### src/rtl/gpio_pad_input_filter_if.sv
// Event handshake between the pad input filter (producer) and the GPIO event unit (consumer).
interface gpio_pad_input_filter_if #(
   parameter int unsigned IDX_W = 4
) ();
   logic             evt_valid_o;
   logic             evt_ready_i;
   logic [IDX_W-1:0] evt_idx_o;
   logic             evt_level_o;

   modport master (output evt_valid_o, evt_idx_o, evt_level_o, input evt_ready_i);
   modport slave  (input evt_valid_o, evt_idx_o, evt_level_o, output evt_ready_i);
endinterface

### src/rtl/gpio_pad_input_filter.sv
// Pad receive conditioner: synchronise, deglitch and edge-detect each pad input, then queue
// {pin, level} change events for the GPIO event unit.
module gpio_pad_input_filter #(
   parameter int unsigned NUM_GPIO    = 9,
   parameter int unsigned SYNC_STAGES = 2,
   parameter int unsigned CNT_WIDTH   = 8,
   parameter int unsigned FIFO_DEPTH  = 4,
   parameter int unsigned IDX_W       = $clog2(NUM_GPIO)
) (
   input  logic                    clk,
   input  logic                    rst_n,
   input  logic [NUM_GPIO-1:0]     pad_c_i,
   input  logic [NUM_GPIO-1:0]     ie_i,
   input  logic [NUM_GPIO-1:0]     filt_en_i,
   input  logic [CNT_WIDTH-1:0]    filt_len_i,
   output logic [NUM_GPIO-1:0]     gpio_in_o,
   output logic [NUM_GPIO-1:0]     rise_o,
   output logic [NUM_GPIO-1:0]     fall_o,
   output logic [NUM_GPIO-1:0]     overrun_o,
   input  logic                    clr_overrun_i,
   gpio_pad_input_filter_if.master evt
);
   localparam int unsigned PTR_W = $clog2(FIFO_DEPTH);
   localparam int unsigned CNT_W = $clog2(FIFO_DEPTH + 1);
   localparam logic [CNT_W-1:0] DEPTH_C = CNT_W'(FIFO_DEPTH);

   logic [SYNC_STAGES-1:0][NUM_GPIO-1:0] r_sync;
   logic [NUM_GPIO-1:0]                  r_stable, r_rise, r_fall, r_pend, r_overrun;
   logic [NUM_GPIO-1:0][CNT_WIDTH-1:0]   r_cnt;
   logic [FIFO_DEPTH-1:0][IDX_W:0]       r_mem;
   logic [PTR_W-1:0]                     r_wr_ptr, r_rd_ptr;
   logic [CNT_W-1:0]                     r_count;

   logic [NUM_GPIO-1:0]                  w_sync, w_stable_d, w_edge, w_sel;
   logic [NUM_GPIO-1:0]                  w_pend_d, w_overrun_d;
   logic [NUM_GPIO-1:0][CNT_WIDTH-1:0]   w_cnt_d;
   logic [IDX_W-1:0]                     w_push_idx;
   logic                                 w_any_pend, w_push, w_pop;
   logic [CNT_W-1:0]                     w_count_d;

   assign w_sync = r_sync[SYNC_STAGES-1];

   // >= rather than == so a mid-count shrink of filt_len_i can never let the counter wrap.
   always_comb begin
      w_stable_d = r_stable;
      w_cnt_d    = r_cnt;
      for (int i = 0; i < NUM_GPIO; i++) begin
         if (ie_i[i]) begin
            if (!filt_en_i[i]) begin
               w_stable_d[i] = w_sync[i];
               w_cnt_d[i]    = '0;
            end else if (w_sync[i] == r_stable[i]) begin
               w_cnt_d[i] = '0;
            end else if (r_cnt[i] >= filt_len_i) begin
               w_stable_d[i] = w_sync[i];
               w_cnt_d[i]    = '0;
            end else begin
               w_cnt_d[i] = r_cnt[i] + 1'b1;
            end
         end
      end
   end

   always_comb begin
      w_sel      = '0;
      w_push_idx = '0;
      w_any_pend = 1'b0;
      for (int i = 0; i < NUM_GPIO; i++) begin
         if (r_pend[i] && !w_any_pend) begin
            w_any_pend    = 1'b1;
            w_sel[i]      = 1'b1;
            w_push_idx    = IDX_W'(i);
         end
      end
      w_push = w_any_pend && (r_count < DEPTH_C);
      if (!w_push) w_sel = '0;
      w_pop  = evt.evt_valid_o && evt.evt_ready_i;
      w_edge = r_rise | r_fall;
      // An edge coinciding with its own push re-arms pend without counting as lost.
      w_pend_d    = (r_pend & ~w_sel) | w_edge;
      w_overrun_d = (r_overrun & ~{NUM_GPIO{clr_overrun_i}}) | (w_edge & r_pend & ~w_sel);
      w_count_d   = r_count;
      if (w_push && !w_pop) w_count_d = r_count + 1'b1;
      else if (!w_push && w_pop) w_count_d = r_count - 1'b1;
   end

   always_ff @(posedge clk) begin
      if (!rst_n) begin
         r_sync    <= '0;
         r_stable  <= '0;
         r_cnt     <= '0;
         r_rise    <= '0;
         r_fall    <= '0;
         r_pend    <= '0;
         r_overrun <= '0;
         r_mem     <= '0;
         r_wr_ptr  <= '0;
         r_rd_ptr  <= '0;
         r_count   <= '0;
      end else begin
         r_sync    <= {r_sync[SYNC_STAGES-2:0], pad_c_i};
         r_stable  <= w_stable_d;
         r_cnt     <= w_cnt_d;
         r_rise    <= w_stable_d & ~r_stable;
         r_fall    <= ~w_stable_d & r_stable;
         r_pend    <= w_pend_d;
         r_overrun <= w_overrun_d;
         r_count   <= w_count_d;
         if (w_push) begin
            r_mem[r_wr_ptr] <= {w_push_idx, r_stable[w_push_idx]};
            r_wr_ptr        <= r_wr_ptr + 1'b1;
         end
         if (w_pop) r_rd_ptr <= r_rd_ptr + 1'b1;
      end
   end

   assign gpio_in_o       = r_stable;
   assign rise_o          = r_rise;
   assign fall_o          = r_fall;
   assign overrun_o       = r_overrun;
   assign evt.evt_valid_o = (r_count != '0);
   assign evt.evt_idx_o   = evt.evt_valid_o ? r_mem[r_rd_ptr][IDX_W:1] : '0;
   assign evt.evt_level_o = evt.evt_valid_o & r_mem[r_rd_ptr][0];
endmodule

### src/flat_wrapper.sv
// flat-port wrapper written by rule: the top's interface ports become plain ports
module gpio_pad_input_filter_flat 
#(
   parameter int unsigned NUM_GPIO    = 9,
   parameter int unsigned SYNC_STAGES = 2,
   parameter int unsigned CNT_WIDTH   = 8,
   parameter int unsigned FIFO_DEPTH  = 4,
   parameter int unsigned IDX_W       = $clog2(NUM_GPIO)
)
  (clk, rst_n, pad_c_i, ie_i, filt_en_i, filt_len_i, gpio_in_o, rise_o, fall_o, overrun_o, clr_overrun_i, evt_evt_valid_o, evt_evt_idx_o, evt_evt_level_o, evt_evt_ready_i);
  gpio_pad_input_filter_if #(.IDX_W(IDX_W)) evt_i ();
  input  logic clk;
  input  logic rst_n;
  input  logic [NUM_GPIO-1:0] pad_c_i;
  input  logic [NUM_GPIO-1:0] ie_i;
  input  logic [NUM_GPIO-1:0] filt_en_i;
  input  logic [CNT_WIDTH-1:0] filt_len_i;
  output logic [NUM_GPIO-1:0] gpio_in_o;
  output logic [NUM_GPIO-1:0] rise_o;
  output logic [NUM_GPIO-1:0] fall_o;
  output logic [NUM_GPIO-1:0] overrun_o;
  input  logic clr_overrun_i;
  output wire logic [$bits(evt_i.evt_valid_o)-1:0] evt_evt_valid_o;
  output wire logic [$bits(evt_i.evt_idx_o)-1:0] evt_evt_idx_o;
  output wire logic [$bits(evt_i.evt_level_o)-1:0] evt_evt_level_o;
  input wire logic [$bits(evt_i.evt_ready_i)-1:0] evt_evt_ready_i;
  assign evt_evt_valid_o = evt_i.evt_valid_o;
  assign evt_evt_idx_o = evt_i.evt_idx_o;
  assign evt_evt_level_o = evt_i.evt_level_o;
  assign evt_i.evt_ready_i = evt_evt_ready_i;
  gpio_pad_input_filter #(.NUM_GPIO(NUM_GPIO), .SYNC_STAGES(SYNC_STAGES), .CNT_WIDTH(CNT_WIDTH), .FIFO_DEPTH(FIFO_DEPTH), .IDX_W(IDX_W)) u_core (.clk(clk), .rst_n(rst_n), .pad_c_i(pad_c_i), .ie_i(ie_i), .filt_en_i(filt_en_i), .filt_len_i(filt_len_i), .gpio_in_o(gpio_in_o), .rise_o(rise_o), .fall_o(fall_o), .overrun_o(overrun_o), .clr_overrun_i(clr_overrun_i), .evt(evt_i));
endmodule
### config.mk
export PLATFORM = sky130hd
export DESIGN_NAME = gpio_pad_input_filter_flat
export DESIGN_NICKNAME = d
export VERILOG_FILES = /design/src/rtl/gpio_pad_input_filter_if.sv /design/src/rtl/gpio_pad_input_filter.sv /design/src/flat_wrapper.sv
export SDC_FILE = /design/constraint.sdc
export NUM_CORES = 1
export LEC_CHECK = 0
export CORE_MARGIN = 2
export CORE_UTILIZATION = 45
export CTS_CLUSTER_SIZE = 14
export DETAILED_ROUTE_END_ITERATION = 12
export GPL_ROUTABILITY_DRIVEN = 1
export GPL_TIMING_DRIVEN = 0
export PLACE_DENSITY = 0.68
export SLEW_MARGIN = 20
export SYNTH_ARGS = -nofsm -noshare
export SYNTH_HDL_FRONTEND = slang
export SYNTH_SLANG_ARGS = --single-unit
export TNS_END_PERCENT = 10
### constraint.sdc
create_clock -name clk -period 2.5 [get_ports clk]
set_input_delay 0.5 -clock clk [delete_from_list [all_inputs] [get_ports clk]]
set_output_delay 0.5 -clock clk [all_outputs]
set_load 0.01 [all_outputs]
==> summary.md <==
| Metric | Value |
|---|---|
| Hold path depth | 1 |
| Synth warn | 0 |
| Mean Syn Cell Area | a little under 9 um^2 |
| Slew @ Worst Pin | approximately 0.81 ns |
| Synth top area share | between 30% and 40% |
| Setup crit start kind | input pin |
| Synth Instances | 978 |
| R2R Path Start | u_core.r_pend[6]$_SDFF_PN0_ |
| RSZ-0062 raised after global routing | true |
| Syn_nets | approximately 1100 |
| Post-synth ARST share | 0% |
| Slew Limit Fails | 0 |
| Fill cell count | around 1700 |
| Worst R2R Path Depth | 10 |
| WL final | around 22000 um |
| CP delay by family, top | compound AO/OA/AOI/OAI gates |
| Register area share after synthesis | 37.9% |
| Buf/Inv on CP | 2 |
| DRC | 0 |
| Grt ovf | 0 |
| Root buf cell | clkbuf_16 |
| Htree depth | 4 |
| Die Area | about 20000 um^2 |
| CP Cell Sequence | clkdlybuf4s50_1 > inv_1 > ha_1 > a21o_1 > a21oi_1 > o2111ai_1 > a21oi_2 > o21ai_0 > a31oi_1 |
| Crit Path Max Fanout | 9 |
| Yosys cell types | 44 |
| Max Cap Viol | 0 |
| CP Class | input pin to flop |
| Top FF cell, synth | dfxtp_1 |
| Largest net degree at the start of global routing | 17 |
| Critical Path RT | 2.86 ns |
| Hold path startpoint | u_core.r_sync[1]$_SDFF_PN0_ |
| Vias in the first global route | between 6000 and 7000 |
| Setup violations, final | 0 |
| IO Pins | 81 |
| DP Cell Count | about 1300 |
| Fin nets | around 1200 |
| Final core utilization | about 56% |
| Port buffer count | 78 |
| Final setup TNS | 0 ns |
| CTS tree | yes |
| Arr. time, crit path | approximately 2.8 ns |
| Max VDD drop | ~0.50 mV |
| Relative slew slack | between 40 and 50% |
| Status | finished clean |
| Clk_lat worst skew | 0.43 ns |
| Total Power | 6.33 mW |
| #FFs+latches synth | 162 |
| Period utilization | 99.2% |
| Drt wl/cell | around 17 um |
| Area leader, netlist | dfxtp_1 |
| CP max-delay cell | clkdlybuf4s50_1 |
| Maximum root-to-sink buffer count | 2 |
| Commonest non-fill, non-tap cell in the layout | dfxtp_1 |
| Fin. Hold Viols | 0 |
| Die width | ~140 um |
| Clock slew at reported path FFs | ~0.06 ns |
| Most frequent cells in the layout | dfxtp_1 (157), nand2_1 (119), ha_1 (86), clkdlybuf4s50_1 (72), o21ai_0 (59) |
| 1st-iter DRT viols | ~430 |
| GP Congestion | 0.818 |
| Max stage delay on crit path | about 0.45 ns |
| Detail Route Antenna Nets | 0 |
| Layout Cells excl Fill | roughly 1300 |
| Reg2Reg Capture Point | u_core.r_count[2]$_SDFFE_PN0P_ |
| Core area | between 15000 and 20000 um^2 |
| Max Fclk | around 400 MHz |
| Final Critical Period | 2.48 ns |
| R2R Setup Slk | around 0.030 ns |
| GRT Util Overall | between 20 and 25% |
| First-pass GRT wire length | around 36000 um |
| Antenna violations before repair | 0 |
| Pwr per Cell Area | around 610 nW/um^2 |
| Post-synth EDFFs | 0 |
| Synthesized area | between 8000 and 9000 um^2 |
| CP Capture Type | flop |
| Hold crit path type | flop to flop |
| Total CTS buffers | 17 |
| Vias/cell | between 5 and 6 |
| # clock sinks | between 150 and 200 |
| Worst hold path endpoint | u_core.w_sync[1]$_SDFF_PN0_ |
| Fin Clk Skew | a little under 0.006 ns |
| Die H | about 140 um |
| Share of cells above drive strength 1 | approximately 7.5% |
| Initial Utilization | 45.8% |
| Leading post-synthesis cells by cell area | dfxtp_1 (38%), ha_1 (13%), nand2_1 (5.2%), o21ai_0 (3.5%), and2_1 (3.1%) |
| Pleak | between 4 and 5 nW |
| Drt first pass iters | 4 |
| DR vias | between 7000 and 8000 |
| Inserted Diodes | 0 |
| Area Growth Syn to Fin | 22.1% |
| FP Rows | 50 |
| DP Wirelength | 15900 um |
==> cell usage after synthesis, types with 2 or more instances <==
master / number
o21ai_0: 60
or3_1: 2
and2_1: 43
nand4_1: 10
nor4b_1: 18
nor4_2: 2
nor2_1: 52
ha_1: 86
a21oi_1: 51
nor2b_1: 11
mux4_2: 5
a21o_1: 18
a21oi_2: 8
nand3_1: 37
o31ai_1: 12
o2111ai_1: 9
clkbuf_1: 18
and3_1: 12
o211ai_1: 19
nand2b_1: 28
a22o_1: 9
nand2_1: 119
buf_2: 3
a31oi_1: 28
o211a_1: 4
dfxtp_1: 162
a21boi_0: 17
xor2_1: 27
inv_1: 59
xnor2_1: 14
o22ai_1: 9
a41oi_1: 4
a211o_1: 11
==> stage by stage <==
step           worst slack [ns]  hold WS (ns)  area, um^2
2_1_floorplan            0.0619         0.412        8570
3_3_place_gp             -0.682         0.414        9640
3_5_place_dp             -0.709         0.419        9640
4_1_cts                  0.0186         0.434       10400
5_1_grt                  -0.103         0.452       10500
6_report                 0.0212         0.434       10500
==> flip-flops by register name, summed over array words and instances, names as in the netlist <==
| name | cells |
|---|---|
| u_core.r_mem | 20 |
| u_core.r_pend | 9 |
| u_core.r_count | 3 |
| u_core.rise_o | 9 |
| u_core.fall_o | 9 |
| u_core.r_cnt | 72 |
| u_core.gpio_in_o | 9 |
| u_core.w_sync | 9 |
| u_core.r_sync | 9 |
| u_core.r_rd_ptr | 2 |
| u_core.overrun_o | 9 |
| u_core.r_wr_ptr | 2 |
==> report_power, final <==
group | internal (mW) | switching, mW
sequential | 2.64 | 0.0608
combinational | 0.328 | 0.379
clock | 1.82 | 1.10
==> what timing repair did <==
action | in CTS | in global routing
endpoints found under the setup margin | 103 | 38
setup buffers | 4 | 1
hold buffers | 0 | 0
gates cloned | 0 | 0
pin swaps | 1 | 0
resized for setup | 20 | 20
==> cell type report <==
cell class,instances,area [um^2],area share (%)
plain buffers,19,85.1,0.813
inverters,59,229,2.19
clock inverters,13,208,1.99
well taps,234,293,2.80
flip-flops and latches,162,3250,31.1
multi-input cells,735,5090,48.7
clock buffers,19,453,4.33
repair buffers,83,850,8.12
==> kinds of logic (layout without fill, tap and decap cells) <==
kind of cell               Yosys count  count (layout)  synth area share, %
AOI/OAI and AO/OA                  263             263                 20.1
xor gates and xnor gates            41              41                 4.19
adders and majority gates           87              87                 12.8
buffers and inverters               81             193                 3.64
DFF                                162             162                 37.9
muxes                                7               7                 1.56
and+or+nand+nor                    337             337                 19.8
==> metal layers <==
metal	GRT usage (%)	vias up	share of wire, %	wire (um)
met3	4.21	22	4.3	955
met5	0	-	0	0
li1	-	3699	-	-
met1	30.4	3445	47	10500
met4	5.84	0	1.1	241
met2	37.4	167	47	10500
==> worst max path at each step <==
stage,from,end,slack [ns],cells past startpoint
3_5_place_dp,filt_len_i[0],u_core.r_cnt[31]$_SDFFE_PN0P_,-0.71,8
5_1_grt,filt_len_i[4],u_core.r_cnt[53]$_SDFFE_PN0P_,-0.10,9
4_1_cts,u_core.r_rd_ptr[1]$_SDFFE_PN0P_,evt_evt_idx_o[3],0.02,3
2_1_floorplan,u_core.r_count[2]$_SDFFE_PN0P_,u_core.r_count[2]$_SDFFE_PN0P_,0.06,10
3_3_place_gp,filt_len_i[0],u_core.r_cnt[69]$_SDFFE_PN0P_,-0.68,8
6_report,filt_len_i[4],u_core.r_cnt[53]$_SDFFE_PN0P_,0.02,9
Power figures use the tool's default switching activity.
